## src/rtl/imm_packer.sv

```systemverilog
// Immediate packer: scatters an expander-convention immediate into the I/S/B/J fields of a base word.
// Define IMM_PACKER_ROUNDTRIP_EN to build the round-trip expander check that drives chk_fail.
module imm_packer #(
    parameter int CNT_W = 16,
    parameter int ERR_W = 8
) (
    input  logic             clk,
    input  logic             rst,
    input  logic             in_valid,
    output logic             in_ready,
    input  logic [1:0]       in_fmt,
    input  logic [31:0]      in_base,
    input  logic [31:0]      in_imm,
    output logic             out_valid,
    input  logic             out_ready,
    output logic [31:0]      out_inst,
    output logic             out_err,
    input  logic             clr,
    output logic [CNT_W-1:0] enc_cnt,
    output logic [ERR_W-1:0] err_cnt,
    output logic             chk_fail
);

    localparam logic [1:0] FMT_I = 2'b00;
    localparam logic [1:0] FMT_S = 2'b01;
    localparam logic [1:0] FMT_B = 2'b10;

    // Overwrites only the format's immediate field; every other bit comes from base.
    function automatic logic [31:0] pack_imm(input logic [1:0] fmt, input logic [31:0] base,
                                             input logic [31:0] imm);
        logic [31:0] w;
        w = base;
        case (fmt)
            FMT_I: w[31:20] = imm[11:0];
            FMT_S: begin
                w[31:25] = imm[11:5];
                w[11:7]  = imm[4:0];
            end
            FMT_B: begin
                w[31]    = imm[11];
                w[30:25] = imm[9:4];
                w[11:8]  = imm[3:0];
                w[7]     = imm[10];
            end
            default: begin
                w[31]    = imm[19];
                w[30:21] = imm[9:0];
                w[20]    = imm[10];
                w[19:12] = imm[18:11];
            end
        endcase
        return w;
    endfunction

    // The immediate fits when all bits above the field's sign bit replicate it.
    function automatic logic range_err(input logic [1:0] fmt, input logic [31:0] imm);
        logic bad;
        if (fmt == 2'b11)
            bad = (imm[31:20] != {12{imm[19]}});
        else
            bad = (imm[31:12] != {20{imm[11]}});
        return bad;
    endfunction

    function automatic logic [ERR_W-1:0] sat_inc(input logic [ERR_W-1:0] cnt);
        logic [ERR_W-1:0] nxt;
        if (cnt == {ERR_W{1'b1}})
            nxt = cnt;
        else
            nxt = cnt + ERR_W'(1);
        return nxt;
    endfunction

    logic [31:0] inst_p0;
    logic        err_p0;
    logic        acc_p0;
    logic        vld_p1;
    logic [31:0] inst_p1;
    logic        err_p1;

    assign in_ready = !vld_p1 || out_ready;
    assign acc_p0   = in_valid && in_ready;
    assign inst_p0  = pack_imm(in_fmt, in_base, in_imm);
    assign err_p0   = range_err(in_fmt, in_imm);

    // ---- p0 -> p1: output register; a new accept overrides a same-cycle drain ----
    always_ff @(posedge clk or posedge rst) begin
        if (rst) begin
            vld_p1  <= 1'b0;
            inst_p1 <= '0;
            err_p1  <= 1'b0;
        end else if (acc_p0) begin
            vld_p1  <= 1'b1;
            inst_p1 <= inst_p0;
            err_p1  <= err_p0;
        end else if (out_ready) begin
            vld_p1  <= 1'b0;
        end
    end

    assign out_valid = vld_p1;
    assign out_inst  = inst_p1;
    assign out_err   = err_p1;

    // Clear beats a same-cycle accept, so that accept never reaches the counters.
    always_ff @(posedge clk or posedge rst) begin
        if (rst) begin
            enc_cnt <= '0;
            err_cnt <= '0;
        end else if (clr) begin
            enc_cnt <= '0;
            err_cnt <= '0;
        end else if (acc_p0) begin
            enc_cnt <= enc_cnt + CNT_W'(1);
            if (err_p0)
                err_cnt <= sat_inc(err_cnt);
        end
    end

`ifdef IMM_PACKER_ROUNDTRIP_EN
    // Inverse mapping of pack_imm, sign-extending from the field's top bit.
    function automatic logic [31:0] expand_imm(input logic [1:0] fmt, input logic [31:0] inst);
        logic signed [11:0] s12;
        logic signed [19:0] s20;
        logic signed [31:0] r;
        s12 = '0;
        s20 = '0;
        case (fmt)
            FMT_I: begin
                s12 = inst[31:20];
                r   = s12;
            end
            FMT_S: begin
                s12 = {inst[31:25], inst[11:7]};
                r   = s12;
            end
            FMT_B: begin
                s12 = {inst[31], inst[7], inst[30:25], inst[11:8]};
                r   = s12;
            end
            default: begin
                s20 = {inst[31], inst[19:12], inst[20], inst[30:21]};
                r   = s20;
            end
        endcase
        return r;
    endfunction

    logic [31:0] imm_p1;
    logic [1:0]  fmt_p1;
    logic        chk_pend_p1;
    logic        chk_fail_p2;

    // ---- p1 -> p2: compare the re-expanded output word against the accepted immediate ----
    always_ff @(posedge clk or posedge rst) begin
        if (rst) begin
            imm_p1      <= '0;
            fmt_p1      <= 2'b00;
            chk_pend_p1 <= 1'b0;
            chk_fail_p2 <= 1'b0;
        end else begin
            chk_pend_p1 <= acc_p0;
            if (acc_p0) begin
                imm_p1 <= in_imm;
                fmt_p1 <= in_fmt;
            end
            if (clr)
                chk_fail_p2 <= 1'b0;
            else if (chk_pend_p1 && !err_p1 && (expand_imm(fmt_p1, inst_p1) != imm_p1))
                chk_fail_p2 <= 1'b1;
        end
    end

    assign chk_fail = chk_fail_p2;
`else
    assign chk_fail = 1'b0;
`endif

endmodule

```

## config.mk

```make
export PLATFORM = sky130hd
export DESIGN_NAME = imm_packer
export DESIGN_NICKNAME = d
export VERILOG_FILES = /design/src/rtl/imm_packer.sv
export SDC_FILE = /design/constraint.sdc
export NUM_CORES = 1
export LEC_CHECK = 0
export BUFFER_PORTS_ARGS = -buffer_cell sky130_fd_sc_hd__buf_2
export CAP_MARGIN = 5
export CELL_PAD_IN_SITES_DETAIL_PLACEMENT = 1
export CELL_PAD_IN_SITES_GLOBAL_PLACEMENT = 1
export CORE_AREA = 3 3 95 97
export CTS_BUF_LIST = sky130_fd_sc_hd__clkbuf_16
export CTS_CLUSTER_DIAMETER = 120
export CTS_CLUSTER_SIZE = 28
export DETAILED_ROUTE_END_ITERATION = 12
export DIE_AREA = 0 0 98 100
export GPL_TIMING_DRIVEN = 1
export PLACE_DENSITY_LB_ADDON = 0.1
export SETUP_SLACK_MARGIN = 0.05
export SLEW_MARGIN = 20
export SYNTH_ARGS = -nofsm -noshare
export SYNTH_HDL_FRONTEND = slang
export SYNTH_SLANG_ARGS = --single-unit
```

## constraint.sdc

```tcl
create_clock -name clk -period 3.8 [get_ports clk]
set_input_delay 0 -clock clk [delete_from_list [all_inputs] [get_ports clk]]
set_output_delay 0 -clock clk [all_outputs]
set_load 0.02 [all_outputs]
```

==> impl_results.md <==
- CP startpoint: out_valid
- Final setup viols: 0
- Worst Hold Class: input port to flip-flop
- Worst setup SP type: flip-flop
- Reg-to-Reg Start: out_valid
- Postcts setup bufs: 0
- IO buf count: 122
- # IOs: 131
- Largest net degree at the start of global routing: 59
- Crit Path Class: flip-flop to flip-flop
- CTS tree: built
- Placed inst area: 0.00360 mm2
- WL/cell: 15.6 um
- Worst skew pair latency: 0.32 ns
- Final worst setup slack: 1.41 ns
- Routed WL: 9.13 mm
- Commonest non-fill, non-tap cells in the layout: buf_2, nand2_1, dfrtp_1, nor2_1, dlygate4sd3_1
- Share of layout cells above drive strength 1: 29.2%
- Achievable clock frequency: 418 MHz
- Core area: 0.00822 mm2
- Clock sink count: 58
- Minimum clock period: 2.39 ns
- Antenna cell count: 0
- Initial core utilization: 35.6%
- Vias in the first global route: 3079
- Iter 0 DRT Violations: 42
- Initial antenna violation count: 0
- Total gr overflow: 0
- RSZ-0062 raised after global routing: no
- Via density: 4.98
- CTS root buf: clkbuf_16
- Post-route ant nets: 0
- Max stage delay on crit path: 0.60 ns
- VDD IR-drop max: 0.000186 V
- DRC: 0
- Hold Path Origin: in_imm[18]
- Final period util: 63.0%
- Crit Path Max Fanout: 52
- Drt pass-1 iters: 6
- Slew Limit Fails: 0
- Flops & latches, synth: 58
- Slew @ Worst Pin: 0.924 ns
- Critical path data arrival time: 2.60 ns
- Syn Inst Count: 322
- GPL Wtd Cong: 0.738
- Pre-CTS setup slack: 1.54 ns
- Max cap viols: 0
- Worst Path Required: 4.01 ns
- Power per cell area: 418 mW/mm2
- CTS buffer count: 9
- Max_slew headroom: 38.2%
- Die X: 98 um
- Post-synthesis sequential area ratio: 49.7%
- Die area: 0.00980 mm2
- Final Hold Viols: 0
- NumNets Final: 552
- Crit. End Element: flip-flop
- Post_cts resized: 0
- Setup tns final: 0 ns
- Syn. warnings: 0
- DP Wirelength: 6.40 mm
- Dpl cells: 535
- Syn Area/Cell: 9.07 um2
- Die height: 100 um
- Clock buffer depth: 2
- Non-filler cells in the finished layout: 584
- Mapped Area: 0.00292 mm2
- Hold WS: 0.0163 ns
- Commonest non-fill, non-tap cell in the layout: buf_2
- Unique masters post-synth: 35
- Area Overhead vs Synth: 43.7%
- Pleak: 2.07 nW
- Net Count, Synth: 399
- H-Tree Level Count: 3
- Worst-path cell chain: nand2b_1, nand2_2, a221oi_1, dlygate4sd3_1, nor2_1
- Clk pin slew, worst setup/hold paths: 0.05 ns
- Overall global routing resource usage: 19.2%
- Row Count: 33
- Via count: 2910
- Post-route cell area: 0.00420 mm2
- Global-route wire length before repair: 15.0 mm
- Crit-path slowest cell: dlygate4sd3_1
- Clk_skew: 0.00550 ns
- Status: finished clean
layer usage:
metal / vias to the layer above / wire [um] / track usage (%)
met5: - / 0 / 0
met4: 0 / 133 / 7.77
met3: 11 / 545 / 3.89
met2: 86 / 4460 / 33.0
met1: 1383 / 3980 / 23.6
li1: 1430 / - / -
worst max-delay path: cells and delay by family, from the launching register on:
| kind | cells | cell delay, ns |
|---|---|---|
| AOI/OAI and AO/OA | 1 | 0.47 |
| buffers and inverters | 1 | 0.60 |
| DFF | 1 | 0.37 |
| and+or+nand+nor | 3 | 0.82 |
flip-flops by register name, indices dropped and copies added, names as in the netlist:
name       count
out_inst      32
err_cnt        8
out_err        1
out_valid      1
enc_cnt       16
kinds of logic (layout without fill, tap and decap cells):
family                     after synthesis  after routing  synth area share [%]
AOI/OAI and AO/OA                       66             66                  13.4
xor gates and xnor gates                15             15                  4.50
adders and majority gates                6              6                  2.57
buffers and inverters                   22            179                  3.51
DFF                                     58             58                  49.7
muxes                                   10             10                  3.43
other                                    1              1                 0.128
and+or+nand+nor                        144            144                  22.8
stage by stage:
stage / util, % / total power (W)
final: 51.1 / 0.00176
after global routing: 51.1 / 0.00185
after CTS: 51.1 / 0.00178
after detailed placement: 43.9 / 0.00105
after global placement: 43.9 / 0.00104
after floorplan: - / 0.000910
worst paths after layout:
path	end	slack [ns]	cells past startpoint
max in group asynchronous	out_inst[7]	2.84	4
hold / removal	out_inst[19]	0.02	3
setup / recovery	out_inst[28]	1.41	5
setup reg to reg	out_inst[28]	1.41	5
hold reg to reg	out_inst[3]	0.47	2
min in group asynchronous	out_inst[27]	0.43	4
what timing repair did:
| item | CTS | global route |
|---|---|---|
| endpoints found under the hold margin | 85 | 0 |
| setup endpoints to repair | 0 | 0 |
| hold buffers | 34 | 0 |
synth_stat cells (all sizes together):
cell    instances  area (um2)
xnor2           3        26.3
nand2b          2        12.5
or2             1        6.26
and4            1        8.76
inv             5        18.8
a221oi          6        52.6
o21ai          30         150
a21oi          14        70.1
clkbuf         13        48.8
a211oi          1        7.51
nand3          10        50.1
nand4           9        56.3
nor3b           1        12.5
nor3            2        10.0
or3             6        42.5
a22oi          10        75.1
a21o            1        7.51
conb            1        3.75
and2            3        18.8
mux2i          10         100
a31oi           1        6.26
o31ai           3        22.5
dfrtp          58        1450
xor2           12         105
ha              6        75.1
nand2          59         221
nor4            5        31.3
and3            3        18.8
or4             5        37.5
buf             4        35.0
nor2           37         139
final cells by class:
cell class / count / area, um2
Multi-Input combinational cell: 242 / 1370
Timing Repair Buffer: 159 / 973
Tap cell: 105 / 131
Clock buffer: 9 / 225
Fill cell: 1031 / 4020
Clock inverter: 6 / 27.5
Inverter: 5 / 18.8
Sequential cell: 58 / 1450
power by group:
| part | internal (W) | leakage (nW) | switching (W) |
|---|---|---|---|
| clock | 0.000426 | 0.129 | 0.000268 |
| combinational | 0.000139 | 1.19 | 0.000218 |
| sequential | 0.000674 | 0.744 | 0.0000310 |
| total | 0.00124 | 2.07 | 0.000518 |
Note: power is estimated with default switching activity, not from simulation.
